### src/rtl/fifo_pkg.sv
// Shared definitions for the FIFO family.
// Holds the depth / count-width derivations, the threshold helpers used by
// the almost-full / almost-empty flags, and a clog2 helper that the async
// FIFO variants also use.
package fifo_pkg;

  localparam int unsigned DEF_DATA_WIDTH = 32;
  localparam int unsigned DEF_ADDR_WIDTH = 4;

  // Ceiling log2; returns 0 for inputs 0 and 1.
  function automatic int unsigned clog2(input int unsigned value);
    int unsigned res;
    res = 0;
    for (int unsigned v = 1; v < value; v = v << 1) begin
      res = res + 1;
    end
    return res;
  endfunction

  function automatic int unsigned fifo_depth(input int unsigned addr_width);
    return 32'd1 << addr_width;
  endfunction

  // One extra bit so occupancy 0..DEPTH is representable.
  function automatic int unsigned count_width(input int unsigned addr_width);
    return addr_width + 1;
  endfunction

  // Occupancy at or above which almost_full asserts.
  function automatic int unsigned afull_thresh(input int unsigned addr_width,
                                               input int unsigned margin);
    return (margin >= fifo_depth(addr_width)) ? 0 : fifo_depth(addr_width) - margin;
  endfunction

  localparam int unsigned DEF_DEPTH       = fifo_depth(DEF_ADDR_WIDTH);
  localparam int unsigned DEF_COUNT_WIDTH = count_width(DEF_ADDR_WIDTH);

endpackage

### src/rtl/sync_fifo_mem.sv
// Dual-port storage for sync_fifo_param.
// Synchronous write; read is either registered (REG_READ=1, output register
// updated on i_re and cleared by reset) or combinational (REG_READ=0).
// Ports:
//   clk, rst_n      clock and synchronous active-low reset (read register only)
//   i_we/i_waddr/i_wdata   write port
//   i_re/i_raddr    read port (i_re only used in registered mode)
//   o_rdata         read data
module sync_fifo_mem
  import fifo_pkg::*;
#(
  parameter int unsigned DATA_WIDTH = DEF_DATA_WIDTH,
  parameter int unsigned ADDR_WIDTH = DEF_ADDR_WIDTH,
  parameter bit          REG_READ   = 1'b1
) (
  input  logic                  clk,
  input  logic                  rst_n,
  input  logic                  i_we,
  input  logic [ADDR_WIDTH-1:0] i_waddr,
  input  logic [DATA_WIDTH-1:0] i_wdata,
  input  logic                  i_re,
  input  logic [ADDR_WIDTH-1:0] i_raddr,
  output logic [DATA_WIDTH-1:0] o_rdata
);

  localparam int unsigned DEPTH = fifo_depth(ADDR_WIDTH);

  // Contents are deliberately not reset.
  logic [DATA_WIDTH-1:0] r_mem [DEPTH];

  always_ff @(posedge clk) begin
    if (i_we) begin
      r_mem[i_waddr] <= i_wdata;
    end
  end

  if (REG_READ) begin : g_reg_read
    logic [DATA_WIDTH-1:0] r_rdata;

    always_ff @(posedge clk) begin
      if (!rst_n) begin
        r_rdata <= '0;
      end else if (i_re) begin
        r_rdata <= r_mem[i_raddr];
      end
    end

    assign o_rdata = r_rdata;
  end else begin : g_comb_read
    logic w_unused;
    assign w_unused = &{1'b0, rst_n, i_re};
    assign o_rdata  = r_mem[i_raddr];
  end

endmodule

### src/rtl/sync_fifo_param.sv
// Single-clock parametrised FIFO with optional first-word-fall-through,
// programmable almost-full/almost-empty, fill count, synchronous flush and
// sticky overflow/underflow flags.
// Ports:
//   clk, rst_n        clock, synchronous active-low reset
//   flush             clear contents (error flags kept)
//   clr_err           clear sticky error flags
//   winc, wdata       write request / data
//   rinc              read (pop) request
//   rdata, rvalid     read data / valid
//   wfull, already_wfull, rempty, already_rempty, almost_full, almost_empty
//   count             occupancy 0..DEPTH
//   overflow, underflow  sticky error flags
module sync_fifo_param
  import fifo_pkg::*;
#(
  parameter int unsigned DATA_WIDTH    = DEF_DATA_WIDTH,
  parameter int unsigned ADDR_WIDTH    = DEF_ADDR_WIDTH,
  parameter bit          FWFT          = 1'b0,
  parameter int unsigned AFULL_MARGIN  = 2,
  parameter int unsigned AEMPTY_MARGIN = 2
) (
  input  logic                  clk,
  input  logic                  rst_n,
  input  logic                  flush,
  input  logic                  clr_err,
  input  logic                  winc,
  input  logic [DATA_WIDTH-1:0] wdata,
  input  logic                  rinc,
  output logic [DATA_WIDTH-1:0] rdata,
  output logic                  rvalid,
  output logic                  wfull,
  output logic                  already_wfull,
  output logic                  rempty,
  output logic                  already_rempty,
  output logic                  almost_full,
  output logic                  almost_empty,
  output logic [ADDR_WIDTH:0]   count,
  output logic                  overflow,
  output logic                  underflow
);

  localparam int unsigned DEPTH = fifo_depth(ADDR_WIDTH);
  localparam int unsigned CW    = count_width(ADDR_WIDTH);

  localparam logic [CW-1:0] FULL_CNT   = CW'(DEPTH);
  localparam logic [CW-1:0] LAST_CNT   = CW'(DEPTH - 1);
  localparam logic [CW-1:0] ONE_CNT    = CW'(1);
  localparam logic [CW-1:0] AFULL_TH   = CW'(afull_thresh(ADDR_WIDTH, AFULL_MARGIN));
  localparam logic [CW-1:0] AEMPTY_TH  = CW'((AEMPTY_MARGIN > DEPTH) ? DEPTH : AEMPTY_MARGIN);

  logic [ADDR_WIDTH:0] r_wptr;
  logic [ADDR_WIDTH:0] r_rptr;
  logic                r_overflow;
  logic                r_underflow;

  logic [CW-1:0] w_count;
  logic          w_full;
  logic          w_empty;
  logic          w_wa;
  logic          w_ra;
  logic          w_ovf_set;
  logic          w_unf_set;

  // Extra pointer MSB distinguishes full from empty when low bits match.
  assign w_full  = (r_wptr[ADDR_WIDTH] != r_rptr[ADDR_WIDTH]) &&
                   (r_wptr[ADDR_WIDTH-1:0] == r_rptr[ADDR_WIDTH-1:0]);
  assign w_empty = (r_wptr == r_rptr);
  assign w_count = r_wptr - r_rptr;

  // Flush swallows same-cycle requests, including their error side effects.
  assign w_wa      = winc & ~w_full  & ~flush;
  assign w_ra      = rinc & ~w_empty & ~flush;
  assign w_ovf_set = winc &  w_full  & ~flush;
  assign w_unf_set = rinc &  w_empty & ~flush;

  always_ff @(posedge clk) begin
    if (!rst_n) begin
      r_wptr <= '0;
      r_rptr <= '0;
    end else if (flush) begin
      r_wptr <= '0;
      r_rptr <= '0;
    end else begin
      if (w_wa) r_wptr <= r_wptr + 1'b1;
      if (w_ra) r_rptr <= r_rptr + 1'b1;
    end
  end

  // Set takes priority over clr_err in the same cycle.
  always_ff @(posedge clk) begin
    if (!rst_n) begin
      r_overflow  <= 1'b0;
      r_underflow <= 1'b0;
    end else begin
      if (w_ovf_set)    r_overflow <= 1'b1;
      else if (clr_err) r_overflow <= 1'b0;
      if (w_unf_set)    r_underflow <= 1'b1;
      else if (clr_err) r_underflow <= 1'b0;
    end
  end

  sync_fifo_mem #(
    .DATA_WIDTH (DATA_WIDTH),
    .ADDR_WIDTH (ADDR_WIDTH),
    .REG_READ   (!FWFT)
  ) u_mem (
    .clk     (clk),
    .rst_n   (rst_n),
    .i_we    (w_wa),
    .i_waddr (r_wptr[ADDR_WIDTH-1:0]),
    .i_wdata (wdata),
    .i_re    (w_ra),
    .i_raddr (r_rptr[ADDR_WIDTH-1:0]),
    .o_rdata (rdata)
  );

  if (FWFT) begin : g_fwft
    assign rvalid = ~w_empty;
  end else begin : g_std
    logic r_rvalid;

    always_ff @(posedge clk) begin
      if (!rst_n || flush) begin
        r_rvalid <= 1'b0;
      end else begin
        r_rvalid <= w_ra;
      end
    end

    assign rvalid = r_rvalid;
  end

  assign wfull          = w_full;
  assign rempty         = w_empty;
  assign already_wfull  = (w_count == LAST_CNT);
  assign already_rempty = (w_count == ONE_CNT);
  assign almost_full    = (w_count >= AFULL_TH);
  assign almost_empty   = (w_count <= AEMPTY_TH);
  assign count          = w_count;
  assign overflow       = r_overflow;
  assign underflow      = r_underflow;

  logic w_unused;
  assign w_unused = &{1'b0, FULL_CNT};

endmodule

### config.mk
export PLATFORM = sky130hd
export DESIGN_NAME = sync_fifo_param
export DESIGN_NICKNAME = d
export VERILOG_FILES = /design/src/rtl/fifo_pkg.sv /design/src/rtl/sync_fifo_mem.sv /design/src/rtl/sync_fifo_param.sv
export SDC_FILE = /design/constraint.sdc
export NUM_CORES = 1
export LEC_CHECK = 0
export CAP_MARGIN = 20
export CORE_UTILIZATION = 30
export DETAILED_ROUTE_END_ITERATION = 10
export MAX_ROUTING_LAYER = met4
export PLACE_DENSITY_LB_ADDON = 0.2
export SKIP_CTS_REPAIR_TIMING = 1
export SKIP_LAST_GASP = 1
export SLEW_MARGIN = 20
export SYNTH_ARGS = -nofsm -noshare
export SYNTH_HDL_FRONTEND = slang
export SYNTH_SLANG_ARGS = --single-unit
### constraint.sdc
create_clock -name clk -period 4.85 [get_ports clk]
set_input_delay 1.2125 -clock clk [delete_from_list [all_inputs] [get_ports clk]]
set_output_delay 1.2125 -clock clk [all_outputs]
set_load 0.05 [all_outputs]
## Yosys cells after proc, flatten, opt, wreduce, memory -nomap -nowiden

Memory sizes are Yosys's and may differ from the RTL's. A register that Yosys moved wholly into a read port is not among the register bits.
Index checks and enable logic that the tools add are counted.

| storage, ports and cells | value |
|---|---|
| input bits | 38 |
| bits in writable memories | 512 |
| ROM bits | 0 |
| bits in latches | 0 |
| memories | 1 |
| output and inout port bits | 46 |
| bits in registers | 13 |

| cells by class | value |
|---|---|
| order comparisons | 2 |
| shift operators | 0 |
| div/mod/pow operators | 0 |
| multiply operators | 0 |
| bitwise operators | 12 |
| add/sub/neg operators | 3 |
| equality and inequality tests | 5 |
| reductions and logical operators | 7 |
| mux-type cells | 5 |

Memories:

| memory | depth | bits a word | read ports | clocked after memory_dff | wr ports | RTL line | RTL |
|---|---|---|---|---|---|---|---|
| u_mem.r_mem | 16 | 32 | 1 | 1 | 1 | sync_fifo_mem.sv:29 | `logic [DATA_WIDTH-1:0] r_mem [DEPTH];` |

Operators by type and width:

| kind | count |
|---|---|
| adder 5 x 1 -> 5 bit (second input constant) | 2 |
| AND 1 bit | 8 |
| equality test 5 x 1 -> 1 bit (second input constant) | 1 |
| equality test 5 x 4 -> 1 bit (second input constant) | 1 |
| equality test 5 bit | 1 |
| >= comparator 5 x 4 -> 1 bit (second input constant) | 1 |
| less-or-equal comparator 5 x 2 -> 1 bit (second input constant) | 1 |
| 2-to-1 mux 1 bit | 5 |
| subtractor 5 bit | 1 |
| equality test 4 bit | 1 |
| inverter 1 bit | 4 |
| nonzero test 2 bit | 2 |
| logical NOT 1 bit | 2 |
| OR reduction 2 bit | 1 |
| logical AND 1 bit | 1 |
| logical OR 1 bit | 1 |
| inequality test 1 bit | 1 |

## Logic depth before layout (Yosys ltp)

| logic depth | value |
|---|---|
| depth in word-level cells | 7 |
| gate-level depth with buffers | 10 |
| mapped depth without buffers | 9 |

## Hierarchy

Synthesis repeated with hierarchy kept, for this count alone.

| second synthesis, totals | value |
|---|---|
| cell total of the unflattened synthesis | 1305 |
| area total of the unflattened synthesis | 21642.0 um^2 |

Modules (own cells, without submodules):

| module | instances | area each (um^2) | cells each | sequential area each (um^2) |
|---|---|---|---|---|
| sync_fifo_mem | 1 | 20866.3 | 1216 | 16015.4 |
| sync_fifo_param | 1 | 775.7 | 89 | 260.2 |

## Least setup slack after synthesis

OpenSTA, ideal clock, no wires.

| timing path | value |
|---|---|
| path kind | flip-flop to output port |
| from | register r_rptr[2] |
| to | output already_wfull |
| slack | -31 ps |
| arrival | 3668 ps |
| path buffers | 2 |
| cell stages (with the launch flop) | 8 |
| required time | 3638 ps |
| cells stage by stage | dfxtp_1 buf_2 clkbuf_1 inv_1 ha_1 xor2_1 nand2_1 nor4_1 |

| between the ends | value |
|---|---|
| word-level cells in the longest chain between the ends | 2 |

RTL lines:

| what | RTL line | RTL |
|---|---|---|
| start: declaration | sync_fifo_param.sv:53 | `logic [ADDR_WIDTH:0] r_rptr;` |
| start signal: assignment | sync_fifo_param.sv:86 | `if (w_ra) r_rptr <= r_rptr + 1'b1;` |
| subtractor 5 bit | sync_fifo_param.sv:69 | `assign w_count = r_wptr - r_rptr;` |
| net count[2] | sync_fifo_param.sv:38 | `output logic [ADDR_WIDTH:0] count,` |
| equality test 5 x 4 -> 1 bit | sync_fifo_param.sv:136 | `assign already_wfull = (w_count == LAST_CNT);` |
| end: declaration | sync_fifo_param.sv:33 | `output logic already_wfull,` |

The timed path passes the listed nets, and every way through them passes these cells.

## Final worst setup path

| timing path | value |
|---|---|
| from | register r_rptr[2] |
| to | output almost_full |

| between the ends | value |
|---|---|
| word-level cells in the longest chain between the ends | 2 |

RTL lines:

| what | RTL line | RTL |
|---|---|---|
| subtractor 5 bit | sync_fifo_param.sv:69 |  |
| >= comparator 5 x 4 -> 1 bit | sync_fifo_param.sv:138 | `assign almost_full = (w_count >= AFULL_TH);` |
| end: declaration | sync_fifo_param.sv:36 | `output logic almost_full,` |

No other way between the ends.

==> qor.csv <==
metric,value,unit
P_leak,7.568,nW
detailed-route via count,10310,
Synth area leaders,"edfxtp_1 73%, mux4_2 10%, dfxtp_1 4.3%",
Worst Skew,13.69,ps
utilization after layout,36.46,%
gr usage total,14.62,%
Rows,96,
Startpoint Class,flop,
core area,69070,um2
crit end category,primary output,
final setup vio count,0,
Max IR drop VDD,0.2427,mV
Setup Crit Path Kind,reg2out,
Post-Synth Adder-Cell Area,0.6290,%
XOR/XNOR share of the synthesized area,0.3738,%
origin of the critical flop-to-flop path,r_rptr[0],
Synth Area in Simple Gates,1.365,%
initial core utilization,30.53,%
P_sw,0.001964,W
post-detailed-route count of antenna-violating nets,0,
Compound-Gate Fraction of Synth Area,5.376,%
status,completed,
largest net degree at the start of global routing,90,
fin crit share,94.04,%
Longest Clk Path Bufs,3,
Overflow after GRT,0,
RSZ-0062 raised after global routing,no,
Syn. warnings,0,
mux share of post-synthesis cell area,13.35,%
initial DRC count,665,
hpwl dp,27.67,mm
Nets,1212,
Worst Tran Pin Value,1111,ps
Slew Limit Fails,0,
IO buf count,83,
"Clk Latency, worst-skew pair",600,ps
DRC Markers,0,
Sw Share,19.60,%
largest family of logic cells by synthesized area,multiplexers,
most frequent cells in the layout,"512 x edfxtp_1, 97 x mux4_2, 79 x clkdlybuf4s50_1",
dpl cells,2037,
syn nets,1099,
die height,267.1,um
Worst Path Arrival,3350,ps
IO Count,84,
total power,0.01002,W
First-pass DRT Iterations,5,
HP Class,reg2reg,
share of layout cells above drive strength 1,20.79,%
synth unique cells,42,
Max Clk Rate,219.2,MHz
CP required,3640,ps
sequential cell area fraction in the yosys report,77.19,%
"Clk pin slew, worst setup/hold paths",60,ps
die area,71350,um2
initial antenna violation count,0,
clock power share,45.2,%
wire per inst,23.24,um
first-pass GRT wire length,73.79,mm
mapped cell area,21090,um2
clock sink total,557,
Seq pwr share,52.6,%
slew margin rel.,25.76,%
asr flop ratio synth,0,%
final worst slack,288.9,ps
#FFs+latches synth,557,
CTS tree,built,
vias in the first global route,10790,
maxcap violations,0,
Yosys top cell by area,edfxtp_1,
n_diodes,0,
number of synthesized flops with an enable pin,512,
die width,267.1,um
combinational power share,2.2,%
worst slack at placement,850.1,ps
worst-path fanout max,27,
Final Non-Filler Cells,2143,
post-layout min period,4561,ps
cells after synthesis,1051,
synth-to-layout area growth,19.43,%
Num CTS Buffers,56,
HP Start,r_wptr[4],
reg2reg path depth,6,
post-synth top area share,72.91,%
Mean Syn Cell Area,20.06,um2
Internal,0.008059,W
"commonest non-fill, non-tap cell in the layout",edfxtp_1,
power density over the cells,398.0,nW/um2
Worst Hold End,r_wptr[4],
H-tree depth,2,
vias per inst,4.809,
Worst Hold Depth,2,
internal reg-to-reg setup slack,1280,ps
most common flop cell mapped by yosys,edfxtp_1,
drt total wl,49.79,mm
Reg-to-Reg End,u_mem.o_rdata[9],
final hold violation count,0,
Setup TNS Final,0,ps
CTS Root Cell,clkbuf_16,
placer congestion estimate,0.7061,
==> synth_stat cells, types with 6 or more instances <==
cell type / count
inv_1: 13
nor2_1: 24
buf_6: 7
nand2_1: 9
buf_2: 14
clkbuf_1: 32
ha_1: 9
a22oi_1: 32
mux4_2: 97
o22ai_1: 31
a21oi_1: 38
a31oi_1: 32
o21ai_0: 34
dfxtp_1: 45
xnor2_1: 6
mux2i_1: 63
edfxtp_1: 512
==> layout make-up <==
cell class | instances | area (um2)
Multi-Input combinational cell | 421 | 4599
Sequential cell | 557 | 16280
Inverter | 13 | 48.80
Timing Repair Buffer | 115 | 1146
Fill cell | 6373 | 43880
Tap cell | 931 | 1165
Clock buffer | 74 | 1550
Clock inverter | 32 | 390.4
==> power by group through the flow <==
| stage | Clock [W] | Sequential [W] | Combinational [W] |
|---|---|---|---|
| 5_1_grt | 0.00481 | 0.00527 | 0.000242 |
| 3_3_place_gp | 0 | 0.00537 | 0.000224 |
| 4_1_cts | 0.00464 | 0.00527 | 0.000228 |
| 6_report | 0.00453 | 0.00527 | 0.000223 |
| 2_1_floorplan | 0 | 0.00539 | 0.0000690 |
| 3_5_place_dp | 0 | 0.00537 | 0.000227 |
==> through the flow <==
| stage | cell area (um2) | hold WS, ps |
|---|---|---|
| floorplan | 21090 | 494.7 |
| finish | 25180 | 545.3 |
| CTS | 25180 | 550.9 |
| global route | 25180 | 591.5 |
| detailed placement | 23240 | 542.5 |
| global placement | 23220 | 517.6 |
==> layer usage <==
layer	part of all wire, %	wire length, um	GRT usage [%]
met4	2.1	1028	4.194
met3	4.1	2052	2.427
met2	47	23410	22.65
met5	0	0	-
met1	47	23310	19.82
==> sequential cells by signal, summed over array words and instances (netlist names) <==
name,cells
u_mem.o_rdata,32
rvalid,1
r_wptr,5
overflow,1
underflow,1
r_rptr,5
u_mem.r_mem,512
==> critical path, cell delays in order, from the launching register on <==
cell	delay [ps]
dfxtp_4	630
inv_1	140
ha_1	400
xor2_1	350
nand2_1	110
o31ai_1	250
clkdlybuf4s50_1	860
==> worst max-delay path by stage <==
stage / start / to / slack, ps / depth (start not counted)
2_1_floorplan: r_rptr[2] / u_mem.r_mem[0][0] / 220 / 9
6_report: r_rptr[2] / almost_full / 290 / 6
4_1_cts: r_rptr[2] / almost_full / 250 / 6
5_1_grt: r_rptr[2] / almost_full / 60 / 6
3_3_place_gp: flush / u_mem.r_mem[6][15] / 890 / 6
3_5_place_dp: flush / u_mem.r_mem[6][15] / 850 / 6
==> cells by family (layout without fill, tap and decap cells) <==
kind of cell / count (synthesis) / after routing
xor gates and xnor gates: 9 / 9
and+or+nand+nor: 60 / 60
DFF: 557 / 557
muxes: 160 / 160
adders and majority gates: 10 / 10
AOI/OAI and AO/OA: 182 / 182
buffers and inverters: 73 / 234
(Power assumes the default switching activity.)
==> variant: new RTL, config.mk and constraints unchanged <==
`FWFT`: 1'b0 -> 1'b1.
--- a/src/rtl/sync_fifo_param.sv
+++ b/src/rtl/sync_fifo_param.sv
@@ -16,7 +16,7 @@
 #(
   parameter int unsigned DATA_WIDTH    = DEF_DATA_WIDTH,
   parameter int unsigned ADDR_WIDTH    = DEF_ADDR_WIDTH,
-  parameter bit          FWFT          = 1'b0,
+  parameter bit          FWFT          = 1'b1,
   parameter int unsigned AFULL_MARGIN  = 2,
   parameter int unsigned AEMPTY_MARGIN = 2
 ) (
Check against the original RTL: not equivalent (Yosys sat finds a counterexample within 4 cycles, from zero or initial values and one cycle with rst_n low).
==> variant against the unedited design <==
The flow now finishes with violations (DRC); area after synthesis decreased by 4.8%; combinational power grew 25%; fmax down 1.4%; core utilization about the same; sequential cell count down 29; first-iteration DRC count rose by 16%; power is 7.2% lower; sequential share of layout area up 0.67 points; routed wire length is 6.7% lower; worst setup slack lost 0.062 ns; die area fell by 4.8%; final area shrank 4.6%; highest routed layer unchanged.
==> variant: results (changes against the unedited design) <==
Outcome - complete, but fails checks
Slew of the pin with the lowest slew margin - 0.764 ns (-0.347 ns)
Critical Path AT - 3.41 ns (+0.06 ns)
Commonest cells post-synth - 512 x edfxtp_1, 128 x mux4_2, 64 x a22oi_1
Pre-antenna DRT Iters - 8 (+3)
Slowest stage delay, CP - 0.86 ns (about the same)
CP max FO - 5 (-81%)
Yosys warns - 0 (unchanged)
Port bufs - 83 (unchanged)
Post-synthesis cell type count - 37 (-12%)
DP Area - 0.0223 mm² (-3.9%)
Share of layout cells above drive strength 1 - 0.248 (+0.0402)
DP Worst Slack - 0.831 ns (-0.0191 ns)
Largest net degree at the start of global routing - 56 (-38%)
Largest cells by area after synthesis - edfxtp_1 77%, mux4_2 14%, a22oi_1 2.4%
DRC Markers - 4 (+4)
Vias per cell - 4.87 (+1.3%)
Number of buffers created by CTS - 55 (-1.8%)
Clk_skew - 0.0248 ns (+0.0111 ns)
Leak - 7.23 nW (-4.4%)
WL per Instance - 23.9 µm (+3.0%)
Biggest regs - u_mem.r_mem x512, r_rptr x5, r_wptr x5
Antenna violations before repair - 1 (+1)
Layout Nets - 1081 (-11%)
EDFF count, synth - 512 (unchanged)
Initial DRC count - 773 (+16%)
Routability Congestion - 0.691 (-2.2%)
Clock Path Buffers - 3 (unchanged)
Failing checks - DRC
Worst VDD drop - 0.000248 V (+2.1%)
Sw frac - 0.208 (+0.0124)
Number of global-route vias before repair - 10.2k (-5.1%)
First-pass GRT wire length - 69.1 mm (-6.3%)
Clk_lat worst skew - 0.62 ns (+0.02 ns)
Sequential share of the synthesized area - 0.782 (+0.0103)
Syn Nets - 951 (-13%)
Detailed Place HPWL - 25.0 mm (-9.7%)
Tot GR Track Use - 0.145 (-0.00167)
==> variant: critical path: cells and delay by family (launching register included) <==
family / cells / cell delay (ns)
DFF: 1 / 0.36
xor gates and xnor gates: 1 / 0.16
and+or+nand+nor: 1 / 0.33
adders and majority gates: 2 / 0.55
AOI/OAI and AO/OA: 2 / 0.35
buffers and inverters: 3 / 1.06
==> variant: kinds of logic (layout without fill, tap and decap cells) <==
| family | Yosys count | count (layout) | share of synthesized area |
|---|---|---|---|
| fa+ha+maj | 10 | 10 | 0.00661 |
| compound gates | 81 | 81 | 0.0297 |
| mux | 129 | 129 | 0.144 |
| simple gates | 88 | 88 | 0.0196 |
| other cells | 0 | 1 | 0 |
| flops | 528 | 528 | 0.782 |
| xor+xnor | 12 | 12 | 0.00524 |
| buf+inv | 55 | 228 | 0.0125 |
==> variant: worst paths after layout <==
check	startpoint	endpoint	slack, ns	cells past startpoint
setup / recovery	r_wptr[0]$_SDFFE_PP0P_	almost_empty	0.23	9
hold / removal	r_rptr[1]$_SDFFE_PP0P_	flop	0.52	2
setup reg to reg	r_wptr[2]$_SDFFE_PP0P_	u_mem.r_mem[5][26]$_DFFE_PP_	1.53	6
hold reg to reg	r_rptr[1]$_SDFFE_PP0P_	flop	0.52	2
==> variant: per-stage QoR <==
step / power (W) / cells
floorplan: 0.00525 / 903
global placement: 0.00540 / 1840
detailed placement: 0.00540 / 1840
CTS: 0.00941 / 1940
global route: 0.00958 / 1941
finish: 0.00930 / 1941
==> variant: power by group through the flow <==
stage | Clock [W] | Combinational [W] | Sequential, W
floorplan | 0 | 0.000134 | 0.00512
global placement | 0 | 0.000280 | 0.00512
finish | 0.00400 | 0.000279 | 0.00502
global route | 0.00426 | 0.000302 | 0.00502
detailed placement | 0 | 0.000285 | 0.00512
CTS | 0.00410 | 0.000286 | 0.00502
==> variant: area by class of cell <==
class	instances	area (µm²)
tap	864	1080
clock inverter	36	297
multi-input combinational	320	4260
sequential	528	15700
timing repair buffer	119	1250
fill	6005	41900
inverter	9	33.8
antenna	1	2.50
clock buffer	64	1410
==> variant: layer usage <==
metal  track usage  up-vias  routed length (µm)
met5             -        -                   0
met4        0.0401        0                 841
met3        0.0207       64                1900
met2         0.223      196               22200
met1         0.199     5132               21500
li1              -     4066                   -
